===== src/rtl/drive_arbiter.sv =====
// ============================================================================
// drive_arbiter
// ----------------------------------------------------------------------------
// Chooses between the manual (Arduino link) and the automatic (decision tree)
// drive sources and produces one registered drive code for the motor stage.
// Direct forward<->backward reversals and source switches are separated by a
// forced-stop DEAD interval so the gearbox never sees an instant reversal.
// In manual mode a watchdog stops the vehicle if the link goes quiet.
// An obstacle stop (estop) overrides the drive output without disturbing
// the arbitration state underneath it.
//
// Ports
//   clk          in   1  system clock, rising edge
//   rst_n        in   1  asynchronous active-low reset
//   man_cmd      in   8  manual byte: bit0 w, bit1 a, bit2 s, bit3 d (7:4 unused)
//   man_valid    in   1  one-cycle strobe qualifying man_cmd
//   manual_on    in   1  level, 1 selects the manual source
//   auto_cmd     in   4  drive code from the decision tree (9..15 mean Stop)
//   auto_valid   in   1  one-cycle strobe qualifying auto_cmd
//   estop        in   1  level obstacle stop, highest priority
//   drive_cmd    out  4  0 Stop,1 Fwd,2 Back,3 Left,4 Right,
//                        5 FwdLeft,6 FwdRight,7 BackLeft,8 BackRight
//   mode         out  2  0 none (IDLE or DEAD), 1 manual, 2 auto
//   dead_active  out  1  high while DEAD holds Stop
//   wdog_timeout out  1  high while the manual watchdog has expired
//
// DEAD_CYCLES must be at least 1.
// ============================================================================
module drive_arbiter #(
    parameter int WDOG_CYCLES = 50_000_000,
    parameter int DEAD_CYCLES = 5_000_000
) (
    input  logic       clk,
    input  logic       rst_n,
    input  logic [7:0] man_cmd,
    input  logic       man_valid,
    input  logic       manual_on,
    input  logic [3:0] auto_cmd,
    input  logic       auto_valid,
    input  logic       estop,
    output logic [3:0] drive_cmd,
    output logic [1:0] mode,
    output logic       dead_active,
    output logic       wdog_timeout
);

    // State codes double as mode / pend_mode codes for MANUAL and AUTO.
    localparam logic [1:0] ST_IDLE   = 2'd0;
    localparam logic [1:0] ST_MANUAL = 2'd1;
    localparam logic [1:0] ST_AUTO   = 2'd2;
    localparam logic [1:0] ST_DEAD   = 2'd3;

    localparam logic [1:0] CLS_N = 2'd0;
    localparam logic [1:0] CLS_F = 2'd1;
    localparam logic [1:0] CLS_B = 2'd2;

    localparam int MAX_CYCLES = (WDOG_CYCLES > DEAD_CYCLES) ? WDOG_CYCLES : DEAD_CYCLES;
    localparam int CW         = $clog2(MAX_CYCLES + 1);

    localparam logic [CW-1:0] DEAD_LAST = CW'(DEAD_CYCLES - 1);
    localparam logic [CW-1:0] WDOG_MAX  = CW'(WDOG_CYCLES);

    logic [1:0]    state_q,     state_d;
    logic [3:0]    cur_q,       cur_d;
    logic [3:0]    target_q,    target_d;
    logic [1:0]    pend_mode_q, pend_mode_d;
    logic [CW-1:0] dead_cnt_q,  dead_cnt_d;
    logic [CW-1:0] wdog_cnt_q,  wdog_cnt_d;
    logic          wdog_to_q,   wdog_to_d;
    logic          man_on_q,    man_on_d;
    logic [3:0]    drive_q,     drive_d;

    logic       src_change;
    logic       req_valid;
    logic [3:0] req_code;
    logic [1:0] src_mode;
    logic       accept;
    logic       reversal;
    logic       man_cmd_unused;

    assign man_cmd_unused = ^man_cmd[7:4];

    // w/a/s/d bit pattern to drive code; anything not listed is Stop.
    function automatic logic [3:0] decode_man(input logic [3:0] c);
        case (c)
            4'h1, 4'hA: decode_man = 4'd1;
            4'h4:       decode_man = 4'd2;
            4'h2:       decode_man = 4'd3;
            4'h8:       decode_man = 4'd4;
            4'h3:       decode_man = 4'd5;
            4'h9:       decode_man = 4'd6;
            4'h6:       decode_man = 4'd7;
            4'hC:       decode_man = 4'd8;
            default:    decode_man = 4'd0;
        endcase
    endfunction

    function automatic logic [1:0] dir_class(input logic [3:0] c);
        case (c)
            4'd1, 4'd5, 4'd6: dir_class = CLS_F;
            4'd2, 4'd7, 4'd8: dir_class = CLS_B;
            default:          dir_class = CLS_N;
        endcase
    endfunction

    // Request selection. A source switch outside IDLE always wins over a
    // strobe in the same cycle, so that strobe is dropped.
    always_comb begin
        src_change = (manual_on != man_on_q);
        req_valid  = manual_on ? man_valid : auto_valid;
        req_code   = manual_on ? decode_man(man_cmd[3:0])
                               : ((auto_cmd > 4'd8) ? 4'd0 : auto_cmd);
        src_mode   = manual_on ? ST_MANUAL : ST_AUTO;
        accept     = req_valid && !(src_change && (state_q != ST_IDLE));
        reversal   = ((dir_class(cur_q) == CLS_F) && (dir_class(req_code) == CLS_B)) ||
                     ((dir_class(cur_q) == CLS_B) && (dir_class(req_code) == CLS_F));
    end

    // Main arbitration. cur holds the drive code the state wants to show;
    // estop only masks it on the way to the output register, so releasing
    // estop brings the underlying value straight back.
    always_comb begin
        state_d     = state_q;
        cur_d       = cur_q;
        target_d    = target_q;
        pend_mode_d = pend_mode_q;
        dead_cnt_d  = dead_cnt_q;
        wdog_cnt_d  = '0;
        wdog_to_d   = 1'b0;
        man_on_d    = manual_on;

        case (state_q)
            ST_IDLE: begin
                if (accept) begin
                    state_d     = src_mode;
                    cur_d       = req_code;
                    target_d    = req_code;
                    pend_mode_d = src_mode;
                end
            end

            ST_MANUAL, ST_AUTO: begin
                if (src_change) begin
                    state_d     = ST_DEAD;
                    cur_d       = 4'd0;
                    target_d    = 4'd0;
                    pend_mode_d = src_mode;
                    dead_cnt_d  = '0;
                end else if (accept) begin
                    target_d    = req_code;
                    pend_mode_d = src_mode;
                    if (reversal) begin
                        state_d    = ST_DEAD;
                        cur_d      = 4'd0;
                        dead_cnt_d = '0;
                    end else begin
                        cur_d = req_code;
                    end
                end else if (state_q == ST_MANUAL) begin
                    // Quiet manual link: count up and saturate; at the limit
                    // the vehicle stops but stays in MANUAL.
                    if (wdog_cnt_q != WDOG_MAX) begin
                        wdog_cnt_d = wdog_cnt_q + CW'(1);
                    end else begin
                        wdog_cnt_d = wdog_cnt_q;
                    end
                    if (wdog_cnt_d == WDOG_MAX) begin
                        wdog_to_d = 1'b1;
                        cur_d     = 4'd0;
                    end
                end
            end

            default: begin
                // DEAD: a source switch restarts the interval with a Stop
                // target; otherwise requests only refresh the target.
                if (src_change) begin
                    pend_mode_d = src_mode;
                    target_d    = 4'd0;
                    dead_cnt_d  = '0;
                end else begin
                    if (accept) begin
                        target_d    = req_code;
                        pend_mode_d = src_mode;
                    end
                    if (dead_cnt_q == DEAD_LAST) begin
                        state_d = pend_mode_d;
                        cur_d   = target_d;
                    end else begin
                        dead_cnt_d = dead_cnt_q + CW'(1);
                    end
                end
            end
        endcase

        drive_d = estop ? 4'd0 : cur_d;
    end

    // State and output registers.
    always_ff @(posedge clk or negedge rst_n) begin
        if (!rst_n) begin
            state_q     <= ST_IDLE;
            cur_q       <= 4'd0;
            target_q    <= 4'd0;
            pend_mode_q <= ST_IDLE;
            dead_cnt_q  <= '0;
            wdog_cnt_q  <= '0;
            wdog_to_q   <= 1'b0;
            man_on_q    <= 1'b0;
            drive_q     <= 4'd0;
        end else begin
            state_q     <= state_d;
            cur_q       <= cur_d;
            target_q    <= target_d;
            pend_mode_q <= pend_mode_d;
            dead_cnt_q  <= dead_cnt_d;
            wdog_cnt_q  <= wdog_cnt_d;
            wdog_to_q   <= wdog_to_d;
            man_on_q    <= man_on_d;
            drive_q     <= drive_d;
        end
    end

    assign drive_cmd    = drive_q;
    assign mode         = (state_q == ST_MANUAL) ? 2'd1 :
                          (state_q == ST_AUTO)   ? 2'd2 : 2'd0;
    assign dead_active  = (state_q == ST_DEAD);
    assign wdog_timeout = wdog_to_q;

endmodule


===== config.mk =====
export PLATFORM = sky130hd
export DESIGN_NAME = drive_arbiter
export DESIGN_NICKNAME = d
export VERILOG_FILES = /design/src/rtl/drive_arbiter.sv
export SDC_FILE = /design/constraint.sdc
export NUM_CORES = 1
export LEC_CHECK = 0
export CORE_ASPECT_RATIO = 1.4
export CORE_MARGIN = 4
export CORE_UTILIZATION = 50
export CTS_CLUSTER_DIAMETER = 80
export DETAILED_ROUTE_END_ITERATION = 10
export PLACE_DENSITY = 0.69
export SYNTH_ARGS = -nofsm -noshare
export SYNTH_HDL_FRONTEND = slang
export SYNTH_SLANG_ARGS = --single-unit

===== constraint.sdc =====
create_clock -name clk -period 3.38 [get_ports clk]
set_input_delay 0.845 -clock clk [delete_from_list [all_inputs] [get_ports clk]]
set_output_delay 0.845 -clock clk [all_outputs]
set_load 0.02 [all_outputs]

==> results.yml <==
worst_setup_path:
  worst_setup_path_start_kind: "input pin"
  path_max_fanout: 6
  arrival_ns: 3.41
  r2r_cells: 10
  rr_endpoint: "drive_cmd[3]"
  critPathKind: "in2reg"
  cp-end-kind: "flip-flop"
  rr_startpoint: "wdog_cnt_q[1]"
  r2r_setup_slack_ns: 0.45
  cp.required_ns: 3.63
sta:
  max_slew_margin_pct: 55.89
  final.setup.worst_slack_ns: 0.2212
  period_needed_ns: 3.159
  setup_viol: 0
  post-route-period-util_pct: 93.46
  fin_worst_skew_ns: 0.007650
  hold_viol: 0
  setup_tns_ns: 0
  worst_slew_pin_slew_ns: 0.6566
  max_freq_mhz: 316.6
  slew_viol_final: 0
  rsz0062_at_grt: "false"
floorplan:
  die_w_um: 90.40
  io_pins: 26
  initial_core_util_pct: 52.04
  core_area_um2: 9131
  core.rowCount: 41
  dieHeight_um: 123.4
  dieArea_um2: 11150
clock_network:
  cts_resized: 0
  cts_tree: "built"
  clockBufferDepth: 2
  cts_max_level: 3
  numCtsBuffers: 9
  clock_latency_ns: 0.33
  post_cts_buffers: 0
  cts.sinks: 70
  path_clk_slew_ns: 0.06
  ctsHoldBuffers: 0
  cts_root_buf: "clkbuf_16"
synth:
  synth_top_family_by_area: "simple AND/OR/NAND/NOR gates"
  syn_inst: 567
  synthFlopType: "dfrtp_1"
  synth_cell_types: 74
  ys_ff_latch: 70
  synth_area_um2: 4752
  synthSimpleGateAreaFrac_pct: 29.20
  synthAdderAreaFrac_pct: 1.843
  ys_seq_area_share_pct: 36.86
  yosysWarnings: 0
  syn_avg_cell_area_um2: 8.381
  synth_compound_gate_area_share_pct: 19.80
  synth_xor_area_share_pct: 5.714
  yosys-mux-area-fraction_pct: 1.738
  syn-num-nets: 592
  async_reset_ff_share_pct: 100.0
  synth_edf_count: 0
global_route:
  grt_first_pass_wirelength_um: 19820
  grt_max_degree: 37
  global_route.overflow_total: 0
  grt_pass1_vias: 4298
  antenna_found_initial: 0
  grt.total_usage_pct: 21.66
final_layout:
  post-route-cell-area_um2: 5500
  multi_input_area_um2: 2770
  n_fill_cell: 833
  antennaDiodeCount: 0
  drive_gt1_share_pct: 11.51
  seq_area_um2: 1752
  finalNetCount: 628
  stdcell_count: 715
  syn_to_final_growth_pct: 15.75
power:
  pwr-share-seq_pct: 31.6
  p_leak_nw: 2.252
  power_frac_clock_pct: 32.2
  power_density_nw_per_um2: 578.3
  power.switching_w: 0.001156
  switching_share_pct: 36.34
  p_int_w: 0.002025
  ir_drop_v: 0.0004176
  p_comb_share_pct: 36.3
routing:
  wl_per_cell_um: 15.90
  final_antenna_net_count: 0
  dr.pass1.iters: 5
  vias: 4376
  drt-total-wl_um: 11370
  vias_per_cell: 6.120
  drcViolationCount: 0
  drt_iter0_markers: 243
placement:
  post-place-ws_ns: -0.1070
  placed_cells: 699
  placed_area_um2: 5176
  dp_hpwl_um: 8297
  place.gp.congestion: 0.8748
  port_buffers: 21
job:
  drv_cap: 0
hold_path:
  hold_end: "dead_cnt_q[1]"
  worstHoldPathType: "reg2reg"
  min-delay-start: "dead_cnt_q[1]"
  hold_path_depth: 2
outcome:
  run_status: "finished clean"
-- placed cells by master, fill, tap and decap left out, types with 4 or more instances in the layout --
cell type	n
a21o_1	4
nand2_1	57
clkdlybuf4s50_1	20
nor2_1	66
o31ai_1	13
ha_1	7
mux2i_1	6
inv_1	16
xnor2_1	10
xor2_1	21
a22o_1	9
nand3_1	36
o21ai_0	30
a21oi_1	48
nand4_1	13
and3_1	9
a211oi_1	4
dfrtp_1	70
nor4b_1	4
a31oi_1	5
nor2b_1	7
nand2b_1	7
nor3_1	23
clkbuf_16	9
or4_1	7
buf_4	34
-- worst max path at each step --
| stage | slack, ns | to | start |
|---|---|---|---|
| 2_1_floorplan | 0.48 | dead_cnt_q[19] | man_cmd[0] |
| 3_3_place_gp | -0.05 | dead_cnt_q[25] | auto_cmd[2] |
| 3_5_place_dp | -0.11 | dead_cnt_q[23] | man_cmd[2] |
| 4_1_cts | 0.24 | dead_cnt_q[23] | man_cmd[2] |
| 5_1_grt | 0.05 | drive_cmd[2] | man_cmd[0] |
| 6_report | 0.22 | drive_cmd[2] | man_cmd[0] |
-- critical path, cell delays in order --
cell and delay, ns:
clkdlybuf4s50_1 0.51, xor2_1 0.21, a221oi_2 0.48, a211oi_2 0.07, a211o_1 0.28, nor2_1 0.26
o21ai_4 0.12, a211oi_1 0.34, a21oi_1 0.15, a21oi_1 0.17
-- per-stage QoR --
stage / total power (W) / hold WS [ns] / utilization [%]
global placement: 0.002135 / 0.4945 / 56.69
detailed placement: 0.002159 / 0.5040 / 56.69
global route: 0.003379 / 0.5496 / 60.24
floorplan: 0.001798 / 0.4761 / -
CTS: 0.003194 / 0.5180 / 60.24
finish: 0.003181 / 0.5173 / 60.24
-- kinds of logic (layout without fill, tap and decap cells) --
group | count (synthesis) | after routing
and+or+nand+nor | 262 | 262
AOI/OAI and AO/OA | 143 | 143
adders and majority gates | 7 | 7
muxes | 8 | 8
buffers and inverters | 46 | 87
xor gates and xnor gates | 31 | 31
DFF | 70 | 70
-- cell usage after synthesis (all sizes together), types with 8 or more instances --
master  number  area [um2]
o31ai       14       110.1
nand2       58       225.2
a21oi       50       265.3
nor2        66       247.7
xor2        21       183.9
buf         16       117.6
nor3        24       125.1
clkbuf      14       52.55
or4          8       63.81
nand4       14       93.84
a22o         9       78.83
and3         9       56.30
dfrtp       70        1752
inv         16       60.06
nand3       36       180.2
xnor2       10       87.58
o21ai       32       171.4
-- power groups by stage --
stage | Clock [W] | Combinational, W | Sequential [W]
global route | 0.00108 | 0.00128 | 0.00102
finish | 0.00102 | 0.00115 | 0.00100
floorplan | 0 | 0.000817 | 0.000981
CTS | 0.00104 | 0.00115 | 0.00100
detailed placement | 0 | 0.00114 | 0.00101
global placement | 0 | 0.00112 | 0.00101
-- area by class of cell --
cell class,instances,share of cell area (%)
well taps,107,2.434
clock buffers,9,4.095
multi-input cells,451,50.36
repair buffers,55,8.371
inverters,16,1.092
flip-flops and latches,70,31.85
clock inverters,7,1.797
-- per-layer routing --
layer / share of wire, % / global-route usage [%] / vias to the layer above
met5: 0 / 0 / -
met4: 2.8 / 8.525 / 0
met3: 3.7 / 3.530 / 34
met2: 51 / 38.43 / 106
met1: 42 / 26.45 / 2100
li1: - / - / 2136
-- state kept, by name, indices dropped and copies added (netlist names) --
name and flops:
pend_mode_q 2, state_q 2, wdog_cnt_q 26, drive_cmd 4
target_q 4, man_on_q 1, cur_q 4, wdog_timeout 1
dead_cnt_q 26
Note: power is estimated with default switching activity, not from simulation.
